<file path="config.mk">
export PLATFORM = sky130hd
export DESIGN_NAME = ctu_clsp_clkgn_syncpn
export DESIGN_NICKNAME = d
export VERILOG_FILES = /design/src/rtl/ctu_clsp_syncp_pkg.sv /design/src/rtl/ctu_clsp_syncp_rxch.sv /design/src/rtl/ctu_clsp_clkgn_syncpn.sv
export SDC_FILE = /design/constraint.sdc
export NUM_CORES = 1
export LEC_CHECK = 0
export CORE_UTILIZATION = 43
export CTS_CLUSTER_SIZE = 28
export DETAILED_ROUTE_END_ITERATION = 8
export PLACE_DENSITY_LB_ADDON = 0.25
export SLEW_MARGIN = 20
export SYNTH_ARGS = -nofsm -noshare
export SYNTH_HDL_FRONTEND = slang
export SYNTH_HIERARCHICAL = 1
export SYNTH_SLANG_ARGS = --single-unit
</file>
<file path="constraint.sdc">
create_clock -name cmp_clk -period 2.1 [get_ports cmp_clk]
set_input_delay 0.315 -clock cmp_clk [delete_from_list [all_inputs] [get_ports cmp_clk]]
set_output_delay 0.315 -clock cmp_clk [all_outputs]
set_load 0.005 [all_outputs]
</file>
<file path="src/rtl/ctu_clsp_syncp_pkg.sv">
// ---------------------------------------------------------------------------
// ctu_clsp_syncp_pkg
// Shared constants for the CLSP sync-pulse generator: the default channel
// count and widths used by ctu_clsp_clkgn_syncpn, and the largest channel
// count the block is meant to be built with.
// ---------------------------------------------------------------------------
package ctu_clsp_syncp_pkg;

  // Default number of sync channels
  localparam int NCH_DEF = 3;

  // Default width of the shared tx down-counter and of tx match positions
  localparam int TXW_DEF = 5;

  // Default width of each channel's rx delay counter
  localparam int RXW_DEF = 2;

  // Largest supported channel count
  localparam int NCH_MAX = 8;

endpackage

</file>
<file path="src/rtl/ctu_clsp_syncp_rxch.sv">
// ---------------------------------------------------------------------------
// ctu_clsp_syncp_rxch
// One rx channel of the sync-pulse generator. A tx match arms the channel
// with a delay. The channel counts that delay down and then emits a
// registered one-cycle rx pulse. A second tx match while the channel is still
// waiting restarts the delay and flags a sticky overflow.
//
// Ports
//   cmp_clk     : clock, rising edge
//   cmp_rst     : synchronous active-high reset
//   coin_cnt_ld : counter load; clears all channel state
//   tx_match    : this channel's tx match in the current cycle
//   rx_dly      : rx delay loaded on tx match
//   rx_pend     : channel is waiting for its rx pulse
//   ovf_err     : sticky overflow flag
//   rx_sync     : registered one-cycle rx pulse
// ---------------------------------------------------------------------------
module ctu_clsp_syncp_rxch
  import ctu_clsp_syncp_pkg::*;
#(
  parameter int RXW = RXW_DEF
) (
  input  logic           cmp_clk,
  input  logic           cmp_rst,
  input  logic           coin_cnt_ld,
  input  logic           tx_match,
  input  logic [RXW-1:0] rx_dly,
  output logic           rx_pend,
  output logic           ovf_err,
  output logic           rx_sync
);

  logic [RXW-1:0] rx_cnt;
  logic           rx_match;

  // The rx match fires once the pending delay has counted down to zero
  assign rx_match = rx_pend & (rx_cnt == '0);

  // Channel state. A load drops any rx match in the same cycle. A tx match
  // always rearms the channel, even when it coincides with an rx match. In
  // that case the rx pulse is still emitted and no overflow is flagged.
  always_ff @(posedge cmp_clk) begin
    if (cmp_rst) begin
      rx_cnt  <= '0;
      rx_pend <= 1'b0;
      ovf_err <= 1'b0;
      rx_sync <= 1'b0;
    end else if (coin_cnt_ld) begin
      rx_cnt  <= '0;
      rx_pend <= 1'b0;
      ovf_err <= 1'b0;
      rx_sync <= 1'b0;
    end else begin
      rx_sync <= rx_match;
      if (tx_match) begin
        rx_cnt  <= rx_dly;
        rx_pend <= 1'b1;
        if (rx_pend && !rx_match) begin
          ovf_err <= 1'b1;
        end
      end else if (rx_match) begin
        rx_pend <= 1'b0;
      end else if (rx_pend) begin
        rx_cnt <= rx_cnt - RXW'(1);
      end
    end
  end

endmodule

</file>
<file path="src/rtl/ctu_clsp_clkgn_syncpn.sv">
// ---------------------------------------------------------------------------
// ctu_clsp_clkgn_syncpn
// Multi-channel sync-pulse generator. A shared down-counter is compared
// against a per-channel tx position. A match emits a registered tx pulse and
// arms that channel's rx delay, which then produces a delayed rx pulse.
// The counter is either periodic (it reloads at zero) or one-shot (it halts
// at zero until the next load).
//
// Ports
//   cmp_clk          : clock, rising edge
//   cmp_rst          : synchronous active-high reset
//   coin_cnt_en      : global enable for tx matches
//   coin_cnt_ld      : load the counter with clsp_sync_init; clear rx state
//   oneshot          : 1 = halt at zero, 0 = reload with clsp_sync_period
//   ch_en            : per-channel enable
//   clsp_sync_tx     : per-channel tx position, channel i at [i*TXW +: TXW]
//   clsp_sync_rx     : per-channel rx delay, channel i at [i*RXW +: RXW]
//   clsp_sync_init   : counter load value
//   clsp_sync_period : counter reload value
//   tx_sync_vec      : registered per-channel tx pulse
//   rx_sync_vec      : registered per-channel rx pulse
//   tx_sync, rx_sync : OR of the pulse vectors
//   rx_pend          : per-channel rx-waiting flag
//   ovf_err          : per-channel sticky overflow
// ---------------------------------------------------------------------------
module ctu_clsp_clkgn_syncpn
  import ctu_clsp_syncp_pkg::*;
#(
  parameter int NCH = NCH_DEF,
  parameter int TXW = TXW_DEF,
  parameter int RXW = RXW_DEF
) (
  input  logic               cmp_clk,
  input  logic               cmp_rst,
  input  logic               coin_cnt_en,
  input  logic               coin_cnt_ld,
  input  logic               oneshot,
  input  logic [NCH-1:0]     ch_en,
  input  logic [NCH*TXW-1:0] clsp_sync_tx,
  input  logic [NCH*RXW-1:0] clsp_sync_rx,
  input  logic [TXW-1:0]     clsp_sync_init,
  input  logic [TXW-1:0]     clsp_sync_period,
  output logic [NCH-1:0]     tx_sync_vec,
  output logic [NCH-1:0]     rx_sync_vec,
  output logic               tx_sync,
  output logic               rx_sync,
  output logic [NCH-1:0]     rx_pend,
  output logic [NCH-1:0]     ovf_err
);

  logic [TXW-1:0] cnt;
  logic           halted;
  logic [NCH-1:0] tx_match;

  // Shared down-counter. In one-shot mode the counter parks at zero and sets
  // halted. Only a load or a reset releases it, even if oneshot is later
  // dropped.
  always_ff @(posedge cmp_clk) begin
    if (cmp_rst) begin
      cnt    <= '0;
      halted <= 1'b0;
    end else if (coin_cnt_ld) begin
      cnt    <= clsp_sync_init;
      halted <= 1'b0;
    end else if (cnt != '0) begin
      cnt <= cnt - TXW'(1);
    end else if (!oneshot) begin
      cnt <= clsp_sync_period;
    end else begin
      halted <= 1'b1;
    end
  end

  // Per-channel compare against the live counter. Positions are used
  // directly, so a new value is seen at the very next compare.
  always_comb begin
    tx_match = '0;
    for (int i = 0; i < NCH; i++) begin
      tx_match[i] = ch_en[i] & coin_cnt_en & ~coin_cnt_ld & ~halted &
                    (cnt == clsp_sync_tx[i*TXW +: TXW]);
    end
  end

  // Tx pulses are the matches delayed by one cycle
  always_ff @(posedge cmp_clk) begin
    if (cmp_rst) begin
      tx_sync_vec <= '0;
    end else begin
      tx_sync_vec <= tx_match;
    end
  end

  // Independent rx logic per channel
  for (genvar g = 0; g < NCH; g++) begin : g_rxch
    ctu_clsp_syncp_rxch #(
      .RXW (RXW)
    ) u_rxch (
      .cmp_clk     (cmp_clk),
      .cmp_rst     (cmp_rst),
      .coin_cnt_ld (coin_cnt_ld),
      .tx_match    (tx_match[g]),
      .rx_dly      (clsp_sync_rx[g*RXW +: RXW]),
      .rx_pend     (rx_pend[g]),
      .ovf_err     (ovf_err[g]),
      .rx_sync     (rx_sync_vec[g])
    );
  end

  assign tx_sync = |tx_sync_vec;
  assign rx_sync = |rx_sync_vec;

endmodule

</file>
Word-level counts from Yosys, hierarchy flattened
Index checks and enable logic that the tools add are counted.
{"block": "classes", "add_sub_neg": 4, "n_eq_ne": 7, "muxes": 18, "bitwise": 18, "n_reduce_logical": 26}
{"op": "$mux W2", "n": 9}
{"op": "$and A1 B1 Y1", "n": 15}
{"op": "$eq A5 B5 Y1", "n": 3}
{"op": "$mux W5", "n": 3}
{"op": "$reduce_and A2 Y1", "n": 7}
{"op": "$reduce_bool A2 Y1", "n": 6}
{"op": "$logic_not A2 Y1", "n": 3}
{"op": "$mux W1", "n": 6}
{"op": "$ne A2 B1 Y1 const B", "n": 3}
{"op": "$reduce_or A3 Y1", "n": 2}
{"op": "$sub A2 B1 Y2 const B", "n": 3}
{"op": "$reduce_bool A5 Y1", "n": 1}
{"op": "$sub A5 B1 Y5 const B", "n": 1}
{"op": "$logic_and A1 B1 Y1", "n": 3}
{"op": "$logic_not A1 Y1", "n": 3}
{"op": "$ne A3 B2 Y1 const B", "n": 1}
{"op": "$not A1 Y1", "n": 3}
{"op": "$reduce_or A2 Y1", "n": 1}
{"block": "totals", "ff_bits": 24, "in_bits": 39, "out_inout_bits": 14, "elab_cells": 88}

Logic depth before layout (Yosys ltp)
{"block": "logic_depth", "depth_word": 6, "depth_mapped": 7, "ltp_nobuf": 6}

Modules after synthesis
Netlist, hierarchy kept.
{"mod": "ctu_clsp_clkgn_syncpn", "instances": 1, "cells_each": 84, "area_per_inst_um2": 684.4, "seq_area_each_um2": 180.2}
{"mod": "ctu_clsp_syncp_rxch", "instances": 3, "cells_each": 23, "area_per_inst_um2": 217.7, "seq_area_each_um2": 100.1}

Worst setup path after synthesis
Ideal clock, no wire load.
{"block": "synth_timing", "path_type": "reg-to-reg", "from": "register cnt[0]", "to": "register cnt[0]", "setup_ns": 0.117, "t_arrival_ns": 1.695, "required_ns": 1.983, "slack_ns": 0.287, "stages_incl_launch_ff": 7, "path_buffers": 1, "period_less_slack_ns": 1.813, "cell_sequence": "dfxtp_1 > clkbuf_1 > inv_1 > ha_1 > or4b_4 > a211o_1 > a32o_1"}
{"block": "synth_via", "elab_chain_cells": 3, "word_cells_on_any_way": 5, "classes_between": "1 x add/sub; 1 x eq/ne; 2 x mux; 1 x reduce/logical"}
{"element": "start, declared", "line": "ctu_clsp_clkgn_syncpn.sv:51", "text": "logic [TXW-1:0] cnt;"}
{"element": "start signal, assigned", "line": "ctu_clsp_clkgn_syncpn.sv:63", "text": "cnt <= clsp_sync_init;"}
{"element": "start signal, assigned", "line": "ctu_clsp_clkgn_syncpn.sv:66", "text": "cnt <= cnt - TXW'(1);"}
{"element": "start signal, assigned", "line": "ctu_clsp_clkgn_syncpn.sv:68", "text": "cnt <= clsp_sync_period;"}
{"element": "$sub A5 B1 Y5 or $reduce_bool A5 Y1 (tied branches)", "line": "ctu_clsp_clkgn_syncpn.sv:66, ctu_clsp_clkgn_syncpn.sv:65"}
{"element": "$mux W5", "line": "ctu_clsp_clkgn_syncpn.sv:65", "text": "end else if (cnt != '0) begin"}
{"element": "$mux W5", "line": "ctu_clsp_clkgn_syncpn.sv:62", "text": "end else if (coin_cnt_ld) begin"}
Parallel ways exist; a longest one is shown, timed or not.
A chain may end at the register's enable or synchronous reset.

Worst setup path after layout
Same ends and word-level chain as after synthesis.

==> results.py <==
metrics = {
    "synthesis": {
        "yosysSeqAreaShare_pct": 35.92,
        "synth_flop_cell": "dfxtp_1",
        "synth_area_mm2": 0.001338,
        "yosys_register_bits": 24,
        "postSynthCellCount": 153,
        "synth-edff-count": 0,
        "ys_warn_count": 6,
        "synth_nets": 196,
        "synth_cell_type_count": 35,
        "async_reset_ff_share_pct": 0,
        "synth.avg_cell_area_um2": 8.742,
    },
    "critical_path": {
        "required_ns": 2.33,
        "cp.arrival_ns": 2.13,
        "ff2ff_setup_slack_ns": 0.20,
        "cp_num_cells": 5,
        "critPathLaunchType": "register",
        "endpoint": "cnt[0]$_SDFFE_PP0P_",
        "path_cells": "inv_1 -> ha_1 -> or4b_4 -> a211o_1 -> a32o_1",
        "critical_path_class": "reg -> reg",
        "rr_worst_depth": 5,
        "crit_family": "compound AO/OA/AOI/OAI gates",
        "regToRegStartpoint": "cnt[0]$_SDFFE_PP0P_",
        "crit_path_start": "cnt[0]$_SDFFE_PP0P_",
        "crit_fanout": 7,
        "worst-path-buf-inv": 1,
        "reg2reg_to": "cnt[0]$_SDFFE_PP0P_",
        "slowest_delay_ns": 0.50,
        "endpoint_kind": "register",
        "cpMaxStageDelayCell": "or4b_4",
    },
    "placed_design": {
        "gp_congestion": 0.7939,
        "place.port_buffers": 52,
        "dpl.hpwl_mm": 2.682,
        "place_area_mm2": 0.001903,
        "place_inst": 236,
    },
    "clock_network": {
        "cts_root_buf": "clkbuf_4",
        "htreeDepth": 1,
        "numCtsBuffers": 3,
        "clock_sinks": 24,
        "clk-insertion-delay-late_ns": 0.31,
        "tritoncts": "built",
        "path_clk_slew_ns": 0.13,
        "cts_buffer_depth": 2,
    },
    "drt": {
        "wl_per_cell_um": 14.22,
        "vias": 1318,
        "dr.first_iter.drc_count": 51,
        "ant_nets": 0,
        "wl_mm": 3.413,
        "vias_per_cell": 5.492,
        "drtPass1Iterations": 8,
        "drc": 3,
    },
    "floorplan": {
        "pin_count": 53,
        "rows": 19,
        "die_w_um": 57.77,
        "die_h_um": 57.77,
        "die-area_mm2": 0.003337,
        "core_region_area_mm2": 0.002853,
        "start_util_pct": 46.89,
    },
    "global_route": {
        "grtUsageTotal_pct": 21.67,
        "busiest_layer": "met2",
        "grt_max_degree": 16,
        "grtUsageMet3_pct": 5.357,
        "met1_usage_pct": 25.84,
        "antenna_found_initial": 0,
        "grt-ovfl-total": 0,
        "grt_pass1_vias": 1304,
        "grtUsageMet2_pct": 39.53,
        "grt_first_pass_wirelength_mm": 5.554,
    },
    "layout": {
        "nNetsFinal": 253,
        "final_cells": 240,
        "diodes": 0,
        "drive_above_1_share_pct": 9.569,
        "syn_to_final_growth_pct": 46.59,
        "postLayoutCellArea_mm2": 0.001961,
        "layout_common_cells": "clkdlybuf4s50_1 (52), dfxtp_1 (24), xnor2_1 (18)",
        "final_common_cell": "clkdlybuf4s50_1",
        "num-fill-cells": 224,
    },
    "outcome": {
        "outcome": "finished, violations left",
        "violations": "DRC",
    },
    "flow_run": {
        "max_cap_viol_count": 0,
    },
    "timing": {
        "fin_setup_tns_ns": 0,
        "fin_skew_ns": 0.006661,
        "min_period_over_period_pct": 90.62,
        "relSlewSlack_pct": 55.84,
        "fmax_mhz": 525.5,
        "worst_pin_slew_ns": 0.6532,
        "rsz0062_at_grt": "false",
        "fin_hold_ws_ns": 0.5274,
        "setup_viol": 0,
        "maxSlewViolCount": 0,
        "hold_violations": 0,
        "fin_crit_ns": 1.903,
    },
    "power_and_ir_drop": {
        "p_clk_share_pct": 31.1,
        "powerDensity_mw_per_mm2": 542.9,
        "ir_drop_mv": 0.3969,
        "p_int_mw": 0.8046,
        "sw_frac_of_total_pct": 24.41,
        "p_switching_mw": 0.2598,
        "seqPwrFrac_pct": 46.6,
        "p_leak_nw": 0.6682,
        "p_comb_share_pct": 22.3,
    },
    "hold_path": {
        "hp-class": "reg -> reg",
    },
}
metrics by stage:
step           total power [mW]  util, %  setup slack (ns)
2_1_floorplan            0.6303        -            0.2872
3_3_place_gp             0.7297    66.71           0.08757
3_5_place_dp             0.7387    66.71           0.08602
4_1_cts                   1.072    68.55            0.2087
5_1_grt                   1.120    68.73            0.1342
6_report                  1.064    68.73            0.1970
sequential cells by signal (all words and copies together) (netlist names):
signal and count:
cnt 5, g_rxch.u_rxch/ovf_err 3, g_rxch.u_rxch/rx_cnt 6, g_rxch.u_rxch/rx_pend 3, g_rxch.u_rxch/rx_sync 3, halted 1
tx_sync_vec 3
worst reg2reg max path, delay by kind of cell, from the launching register on:
family / cells / cell delay, ns
AOI/OAI and AO/OA: 2 / 0.54
adders and majority gates: 1 / 0.26
buffers and inverters: 1 / 0.09
DFF: 1 / 0.42
and+or+nand+nor: 1 / 0.50
kinds of logic after synthesis:
group | count (synthesis) | share of synthesized area, %
AOI/OAI and AO/OA | 28 | 15.90
xor gates and xnor gates | 18 | 11.79
adders and majority gates | 4 | 3.742
buffers and inverters | 21 | 6.829
DFF | 24 | 35.92
muxes | 3 | 2.245
and+or+nand+nor | 55 | 23.57
cells in the mapped netlist (2+ instances only):
master / number / share of area, %
or3_1: 5 / 2.3
nor2b_4: 3 / 3.1
o21ai_0: 5 / 1.9
nor3b_1: 2 / 1.1
a21oi_1: 7 / 2.6
nand4_1: 3 / 1.4
and3_2: 3 / 1.7
nor2_1: 10 / 2.8
mux2i_1: 3 / 2.2
clkbuf_1: 2 / 0.56
a311oi_2: 3 / 3.4
nor3_1: 11 / 4.1
xnor2_1: 18 / 12
nand2_1: 12 / 3.4
inv_1: 16 / 4.5
nor2b_1: 2 / 0.94
ha_1: 4 / 3.7
dfxtp_1: 24 / 36
o21a_1: 4 / 2.2
timing repair:
item                                    in CTS  in global routing
gates resized for setup                      0                  1
endpoints found under the setup margin       0                  1
setup buffers                                0                  0
hold buffers                                 0                  0
routing by layer:
layer	share of wire (%)	vias up	wire length, um
met2	53	39	1798
met5	0	-	0
met1	42	639	1427
met4	0.47	0	16
li1	-	638	-
met3	5.0	2	171
power by group through the flow:
stage	sequential (mW)	clock, mW	combinational [mW]
2_1_floorplan	0.480	0	0.150
3_3_place_gp	0.505	0	0.225
3_5_place_dp	0.506	0	0.232
4_1_cts	0.496	0.341	0.235
5_1_grt	0.499	0.364	0.257
6_report	0.496	0.331	0.237
final cells by class:
type	count	area [um^2]	area share (%)
clock buffer	3	22.52	1.149
inverter	16	60.06	3.063
timing repair buffer	57	558.0	28.46
sequential	24	480.5	24.51
clock inverter	1	30.03	1.532
tap	31	38.79	1.978
multi-input combinational	108	770.7	39.31
worst min path at each step:
stage | to | startpoint | cells past startpoint | slack (ns)
4_1_cts | g_rxch[0].u_rxch/ovf_err$_SDFFE_PP0P_ | g_rxch[0].u_rxch/ovf_err$_SDFFE_PP0P_ | 2 | 0.53
3_5_place_dp | g_rxch[1].u_rxch/ovf_err$_SDFFE_PP0P_ | g_rxch[1].u_rxch/ovf_err$_SDFFE_PP0P_ | 2 | 0.50
3_3_place_gp | g_rxch[0].u_rxch/ovf_err$_SDFFE_PP0P_ | g_rxch[0].u_rxch/ovf_err$_SDFFE_PP0P_ | 2 | 0.50
6_report | g_rxch[0].u_rxch/ovf_err$_SDFFE_PP0P_ | g_rxch[0].u_rxch/ovf_err$_SDFFE_PP0P_ | 2 | 0.53
2_1_floorplan | g_rxch[0].u_rxch/rx_cnt[1]$_SDFFE_PP0P_ | coin_cnt_ld | 1 | 0.38
5_1_grt | g_rxch[0].u_rxch/ovf_err$_SDFFE_PP0P_ | g_rxch[0].u_rxch/ovf_err$_SDFFE_PP0P_ | 2 | 0.55
(Power assumes the default switching activity.)
